$ cat config.mk
export PLATFORM = sky130hd
export DESIGN_NAME = text_ram_arbiter
export DESIGN_NICKNAME = d
export VERILOG_FILES = /design/src/rtl/text_ram_arbiter.sv
export SDC_FILE = /design/constraint.sdc
export NUM_CORES = 1
export LEC_CHECK = 0
export BUFFER_PORTS_ARGS = -buffer_cell sky130_fd_sc_hd__buf_2
export CAP_MARGIN = 40
export CORE_MARGIN = 1.5
export CORE_UTILIZATION = 49
export CTS_CLUSTER_DIAMETER = 50
export DETAILED_ROUTE_END_ITERATION = 10
export GPL_TIMING_DRIVEN = 0
export PLACE_DENSITY_LB_ADDON = 0.2
export SLEW_MARGIN = 20
export SYNTH_ARGS = -nofsm -noshare
export SYNTH_HDL_FRONTEND = slang
export SYNTH_SLANG_ARGS = --single-unit
$ cat constraint.sdc
create_clock -name clk -period 1.75 [get_ports clk]
set_input_delay 0.35 -clock clk [delete_from_list [all_inputs] [get_ports clk]]
set_output_delay 0.35 -clock clk [all_outputs]
set_load 0.02 [all_outputs]
$ cat src/rtl/text_ram_arbiter.sv
// rtl/text_ram_arbiter.sv - display-priority arbiter between video fetch and host writes to text RAM
module text_ram_arbiter #(
    parameter int COLS = 80,
    parameter int ROWS = 30,
    parameter int AW   = 12,
    parameter int DW   = 7
) (
    input  logic          clk,
    input  logic          reset,
    input  logic          pixel_tick,
    input  logic          video_on,
    input  logic [9:0]    pixel_x,
    input  logic [9:0]    pixel_y,
    input  logic          host_req,
    input  logic [AW-1:0] host_addr,
    input  logic [DW-1:0] host_data,
    output logic          host_ack,
    output logic          host_err,
    output logic [AW-1:0] ram_addr,
    output logic          ram_we,
    output logic [DW-1:0] ram_wdata,
    input  logic [DW-1:0] ram_rdata,
    output logic [DW-1:0] char_code,
    output logic          char_valid
);

    typedef enum logic [1:0] {
        IDLE     = 2'd0,
        DISP_RD  = 2'd1,
        DISP_LAT = 2'd2,
        HOST_WR  = 2'd3
    } state_t;

    localparam logic [AW-1:0] COLS_W = AW'(COLS);
    localparam logic [31:0]   CELLS  = 32'(COLS * ROWS);

    state_t        state_q, state_d;
    logic          pend_q, pend_d;
    logic          acked_q, acked_d;
    logic [AW-1:0] disp_addr_q, disp_addr_d;
    logic [AW-1:0] ram_addr_q, ram_addr_d;
    logic          ram_we_q, ram_we_d;
    logic [DW-1:0] ram_wdata_q, ram_wdata_d;
    logic          host_ack_q, host_ack_d;
    logic          host_err_q, host_err_d;
    logic [DW-1:0] char_code_q, char_code_d;
    logic          char_valid_q, char_valid_d;

    logic          trigger;
    logic          host_go;
    logic          in_range;
    logic [AW-1:0] disp_addr;

    assign trigger   = pixel_tick & video_on & (pixel_x[2:0] == 3'd0);
    assign disp_addr = AW'(pixel_y[8:4]) * COLS_W + AW'(pixel_x[9:3]);
    assign in_range  = {{(32-AW){1'b0}}, host_addr} < CELLS;
    // A request still held after its ack is masked until the host drops it.
    assign host_go   = host_req & ~acked_q;

    always_comb begin
        state_d      = state_q;
        pend_d       = pend_q;
        acked_d      = acked_q & host_req;
        disp_addr_d  = trigger ? disp_addr : disp_addr_q;
        ram_addr_d   = ram_addr_q;
        ram_we_d     = 1'b0;
        ram_wdata_d  = ram_wdata_q;
        host_ack_d   = 1'b0;
        host_err_d   = 1'b0;
        char_code_d  = char_code_q;
        char_valid_d = 1'b0;

        if (state_q == DISP_RD) begin
            state_d = DISP_LAT;
            if (trigger) begin
                pend_d = 1'b1;
            end
        end else if (trigger || pend_q) begin
            state_d = DISP_RD;
        end else if (state_q != HOST_WR && host_go) begin
            state_d = HOST_WR;
        end else begin
            state_d = IDLE;
        end

        if (state_q == DISP_LAT) begin
            char_code_d  = ram_rdata;
            char_valid_d = 1'b1;
        end

        // Outputs are registered, so they are set up for the state being entered.
        if (state_d == DISP_RD) begin
            pend_d     = 1'b0;
            ram_addr_d = trigger ? disp_addr : disp_addr_q;
        end else if (state_d == HOST_WR) begin
            ram_addr_d  = host_addr;
            ram_wdata_d = host_data;
            ram_we_d    = in_range;
            host_ack_d  = 1'b1;
            host_err_d  = ~in_range;
            acked_d     = 1'b1;
        end
    end

    always_ff @(posedge clk or negedge reset) begin
        if (!reset) begin
            state_q      <= IDLE;
            pend_q       <= 1'b0;
            acked_q      <= 1'b0;
            disp_addr_q  <= '0;
            ram_addr_q   <= '0;
            ram_we_q     <= 1'b0;
            ram_wdata_q  <= '0;
            host_ack_q   <= 1'b0;
            host_err_q   <= 1'b0;
            char_code_q  <= '0;
            char_valid_q <= 1'b0;
        end else begin
            state_q      <= state_d;
            pend_q       <= pend_d;
            acked_q      <= acked_d;
            disp_addr_q  <= disp_addr_d;
            ram_addr_q   <= ram_addr_d;
            ram_we_q     <= ram_we_d;
            ram_wdata_q  <= ram_wdata_d;
            host_ack_q   <= host_ack_d;
            host_err_q   <= host_err_d;
            char_code_q  <= char_code_d;
            char_valid_q <= char_valid_d;
        end
    end

    assign host_ack   = host_ack_q;
    assign host_err   = host_err_q;
    assign ram_addr   = ram_addr_q;
    assign ram_we     = ram_we_q;
    assign ram_wdata  = ram_wdata_q;
    assign char_code  = char_code_q;
    assign char_valid = char_valid_q;

endmodule

==> results.ini, run 1 <==
[outcome]
status=complete, but fails checks
failed_checks=setup timing

[yosys]
syn-num-nets=225
ys_warn_count=0
netlist_area_um2=2142
synth.distinct_cells=36
syn_area_per_cell_um2=13.14
synth-edff-count=0
synthCells=163
ys_seq_elements=46
ys_seq_area_share_pct=53.74
async_flop_share_pct=100.0
ys.flop_type=dfrtp_1

[placed_design]
gp_congestion=0.8074
portBuffers=75
place_area_um2=2708
place_hpwl_um=3288

[floorplanning]
start_util_pct=52.42
io_pins=81
num_rows=23
die_h_um=69.12
core_area_um2=4086
die_w_um=69.12
dieArea_um2=4777

[routing]
vias=1583
drcViolationCount=0
wl_per_cell_um=14.66
via_per_inst=5.173
drt-total-wl_um=4485
ant_nets=0
drt_first_pass_iters=4
first_iter_violations=42

[pwr]
p_leak_uw=0.001453
cellPowerDensity_nw_per_um2=1289
vdd_ir_drop_max_v=0.0008057
total_power_uw=3822

[worst_setup_path]
cp_top_family=adder cells
cp_slowest_cell=fa_2
crit_path_frequent_cell=ha_4
cp_data_arrival_time_ns=2.42
crit_path_max_fanout=2
end_kind=flop
startpoint_type=input pin
required_ns=1.93
timing.critical_path.buf_inv=1
path_cells=buf_8, ha_4, ha_4, fa_2, nand2_2, nor3_2, xnor3_1, mux2_4, a221o_1
path_class=in2reg
critPathMaxStageDelay_ns=0.55

[clocking]
h-tree-depth=2
tritoncts=yes
cts_buffer_depth=2
root_buffer=clkbuf_8
insertion_delay_ns=0.29
clk_pin_slew_ns=0.08
cts_buffers=5
cts_hold_buf=0
clkSinkCount=46

[cells_and_area]
antenna_cells=0
drive_above_1_share_pct=48.44
fin_util_pct=72.54
syn2layout_area_growth_pct=38.38
layout.nets=318
design_area_um2=2964

[global_routing]
grt_start_max_net_pins=27
overflow=0
grt_pass1_vias=1684
grt_pass1_wl_um=7748
antenna_found_initial=0
grtUsageTotal_pct=20.18

[sta]
finalClockSkew_ns=0.009370
rsz0062_at_grt=true
setup_viol_count_final=9
drv_slew=0
fin_ws_ns=-0.4829
hold_viol=0
min_period_ns=2.233
fmax_mhz=447.8
worstMarginPinSlew_ns=0.6156
period_share_pct=127.6
relSlewSlack_pct=58.96

[flow_run]
max-cap-violations=0

[min_path]
hold_class=in2async

## logic make-up after synthesis
kind of cell	count (synthesis)	share of synthesized area [%]
buffers and inverters	7	2.394
flip-flops	46	53.74
XOR/XNOR	7	3.505
AO/OA/AOI/OAI	24	7.594
AND/OR/NAND/NOR	37	9.521
adder cells (fa/ha/maj)	11	7.126
multiplexers	31	16.12
## synth_stat cells, types with 2 or more instances
library cell | instances | area, µm²
xnor2_1 | 5 | 43.79
nor2_1 | 5 | 18.77
mux2_2 | 3 | 33.78
and2_1 | 2 | 12.51
nor3_1 | 2 | 10.01
and3_1 | 4 | 25.02
mux2_1 | 21 | 236.5
ha_1 | 9 | 112.6
a221o_1 | 5 | 50.05
o21ai_1 | 7 | 35.03
dfrtp_1 | 46 | 1151
a21oi_1 | 6 | 30.03
mux2i_1 | 6 | 60.06
nand2_1 | 12 | 45.04
clkbuf_1 | 3 | 11.26
nand2_2 | 2 | 12.51
fa_1 | 2 | 40.04
nand3_1 | 2 | 10.01
nor2b_1 | 4 | 25.02
## worst register-to-register path, cell delays in order (launching register included)
cell and delay [ns]:
dfrtp_1 0.41, nor2_1 0.20, nand2_2 0.10, clkbuf_1 0.30, and3_1 0.29, a221o_1 0.26
## state kept, by name, summed over array words and instances (netlist names)
name	flops
disp_addr_q	12
ram_addr	12
char_code	7
ram_wdata	7
state_q	2
acked_q	1
char_valid	1
host_ack	1
host_err	1
pend_q	1
ram_we	1
## power by group
group | switching (µW) | internal (µW) | leakage [µW]
logic | 896 | 717 | 0.000854
registers | 151 | 1450 | 0.000561
clock network | 334 | 274 | 0.0000373
total | 1380 | 2440 | 0.00145
## final cells by class
type	instances	area (µm²)
Tap cell	50	62.56
Sequential cell	46	1151
Clock inverter	1	7.507
Buffer	6	48.80
Clock buffer	6	72.57
Timing Repair Buffer	86	506.7
Inverter	1	8.758
Multi-Input combinational cell	110	1106
Fill cell	288	1122
## through the flow
step                hold WS, ns  cells  worst slack [ns]  TNS, ns
floorplan               0.05441    163           -0.6420   -2.438
global placement         0.4630    288           -0.8634   -7.748
detailed placement       0.3423    289           -0.8900   -8.695
CTS                     0.01203    304           -0.4590   -1.793
global route            0.03989    306           -0.5240   -2.392
finish                 0.003637    306           -0.4829   -2.046
## metal layers
metal | wire (µm) | global-route usage, %
met5 | 0 | 0
met4 | 47 | 4.793
met3 | 305 | 6.871
met2 | 2257 | 32.48
met1 | 1874 | 26.46
## cells in the final DEF (no fill, tap or decap), drive strengths merged, types with 2 or more instances in the layout
cell | synthesis | routed
a21oi | 7 | 7
a221o | 5 | 5
and2 | 2 | 2
and3 | 5 | 5
buf | 3 | 89
clkbuf | 3 | 9
dfrtp | 46 | 46
fa | 2 | 2
ha | 9 | 9
mux2 | 25 | 25
mux2i | 6 | 6
nand2 | 14 | 14
nand3 | 3 | 3
nor2 | 5 | 5
nor2b | 4 | 4
nor3 | 2 | 2
o21ai | 7 | 7
xnor2 | 5 | 5
## worst paths after layout
| path | from | to | slack [ns] | cells past startpoint |
|---|---|---|---|---|
| worst max register to register | state_q[0] | ram_addr[7] | 0.10 | 5 |
| worst min register to register | acked_q | acked_q | 0.48 | 2 |
| worst min-delay path | reset | ram_addr[3] | 0.004 | 1 |
| worst max-delay path | pixel_y[7] | ram_addr[10] | -0.48 | 9 |
| min in group clk | host_data[4] | ram_wdata[4] | 0.26 | 2 |
| max in group asynchronous | reset | char_code[5] | 1.23 | 2 |
## what timing repair did
item	4_1_cts	5_1_grt
buffers inserted	8	2
pin swaps	13	5
setup endpoints to repair	7	9
hold endpoints to repair	0	0
resized for setup	12	8
(Power assumes the default switching activity.)
==> inputs of run 2 (changes only) <==
--- a/config.mk
+++ b/config.mk
@@ -8,7 +8,8 @@
 export BUFFER_PORTS_ARGS = -buffer_cell sky130_fd_sc_hd__buf_2
 export CAP_MARGIN = 40
 export CORE_MARGIN = 1.5
-export CORE_UTILIZATION = 49
+export CORE_UTILIZATION = 44
+export CTS_BUF_LIST = sky130_fd_sc_hd__clkbuf_8
 export CTS_CLUSTER_DIAMETER = 50
 export DETAILED_ROUTE_END_ITERATION = 10
 export GPL_TIMING_DRIVEN = 0
==> results.ini, run 2 (synthesis gave the netlist of run 1 again) <==
[sta]
finalClockSkew_ns=0.005095
hold_ws_ns=0.2654
period_share_pct=127.9
rsz0062_at_grt=true
fin_ws_ns=-0.4883
worstMarginPinSlew_ns=0.6087
setup_viol_count_final=9
fmax_mhz=446.8
drv_slew=0
hold_viol=0
relSlewSlack_pct=59.42
min_period_ns=2.238

[routing]
wl_per_cell_um=14.71
drt_first_pass_iters=4
drt-total-wl_um=4589
vias=1568
ant_nets=0
first_iter_violations=33
drcViolationCount=0
via_per_inst=5.026

[global_routing]
grt_pass1_vias=1572
antenna_found_initial=0
grt_pass1_wl_um=7334
grt_start_max_net_pins=30
overflow=0
grtUsageTotal_pct=18.50

[worst_setup_path]
required_ns=1.93
r2r-end=ram_addr[11]
critPathMaxStageDelay_ns=0.40
cp_data_arrival_time_ns=2.42
cp_top_family=adder cells
r2r_setup_slack_ns=0.07
crit_path_max_fanout=2
crit_path_frequent_cell=ha_4
cp_slowest_cell=fa_2
end_kind=flop
path_cells=buf_8, ha_4, ha_4, fa_2, xnor2_4, nor3_2, xnor3_1, mux2_4, a221o_1
timing.critical_path.buf_inv=1
rr_worst_depth=5
path_class=in2reg
startpoint_type=input pin
timing.rr.start=state_q[0]

[floorplanning]
num_rows=25
die_w_um=72.78
core_area_um2=4692
start_util_pct=45.65
die_h_um=72.78
dieArea_um2=5296
io_pins=81

[placed_design]
dp_cells=293
portBuffers=75
gp_congestion=0.8136
place_ws_ns=-0.8925
place_hpwl_um=3288
place_area_um2=2713

[cells_and_area]
fin_util_pct=63.63
antenna_cells=0
final_cells=312
syn2layout_area_growth_pct=39.37
final_common_cell=buf_2
mostFrequentLayoutCells=buf_2 (73), dfrtp_1 (46), mux2_1 (20)
multi_input_area_um2=1110
fillCellCount=386
layout.nets=320
regArea_um2=1151
design_area_um2=2985
drive_above_1_share_pct=49.61

[clocking]
clkSinkCount=46
tritoncts=yes
cts_buffer_depth=2
insertion_delay_ns=0.29
clk_pin_slew_ns=0.08
cts_buffers=5
h-tree-depth=2
root_buffer=clkbuf_8

[pwr]
swShare_pct=36.16
p_leak_uw=0.001473
cellInternalPower_uw=2445
comb_power_share_pct=42.6
seqPwrFrac_pct=41.8
cellPowerDensity_nw_per_um2=1283
power_frac_clock_pct=15.6
vdd_ir_drop_max_v=0.0007038
switching_power_uw=1385

[min_path]
hold_class=in2reg
hold_depth=2
hold_path_end=char_code[6]
hold_start=ram_rdata[6]

[outcome]
status=complete, but fails checks
failed_checks=setup timing

[flow_run]
max-cap-violations=0

run 2: metal layers:
metal / share of wire [%] / global-route usage, % / up-vias
li1: - / - / 768
met2: 49 / 29.87 / 44
met5: 0 / 0 / -
met3: 5.1 / 4.972 / 9
met1: 44 / 23.92 / 747
met4: 2.1 / 6.918 / 0
run 2: area by class of cell:
cell class                 instances  area share [%]
clock inverter                     2          0.3353
sequential                        46           38.56
buffer                             6           1.676
inverter                           1          0.2934
tap                               54           2.263
multi-input combinational        110           37.18
timing repair buffer              88           17.39
clock buffer                       5           2.305
run 2: power by group through the flow:
stage / Combinational [µW] / Sequential (µW) / Clock, µW
after global placement: 1490 / 1610 / 0
final: 1630 / 1600 / 597
after CTS: 1600 / 1600 / 630
after detailed placement: 1510 / 1620 / 0
after floorplan: 623 / 1990 / 0
after global routing: 1760 / 1650 / 657
run 2: worst max-delay path by stage:
stage	from	endpoint	slack [ns]	depth (start not counted)
4_1_cts	pixel_y[7]	ram_addr[10]	-0.48	9
3_5_place_dp	pixel_y[5]	ram_addr[10]	-0.89	9
3_3_place_gp	pixel_y[5]	ram_addr[10]	-0.89	9
5_1_grt	pixel_y[7]	ram_addr[10]	-0.57	9
6_report	pixel_y[7]	ram_addr[10]	-0.49	9
2_1_floorplan	pixel_y[5]	ram_addr[10]	-0.64	8
run 2: repair_timing:
item,4_1_cts,5_1_grt
pin swaps,9,5
buffers inserted,6,5
resized for setup,14,5
hold buffers,1,0
endpoints found under the hold margin,17,0
setup endpoints to repair,9,12
run 2: per-stage QoR:
stage          setup TNS, ns  total power [µW]
2_1_floorplan         -2.438              2610
3_3_place_gp          -8.046              3093
3_5_place_dp          -8.915              3131
4_1_cts               -1.768              3837
5_1_grt               -2.455              4074
6_report              -2.095              3830
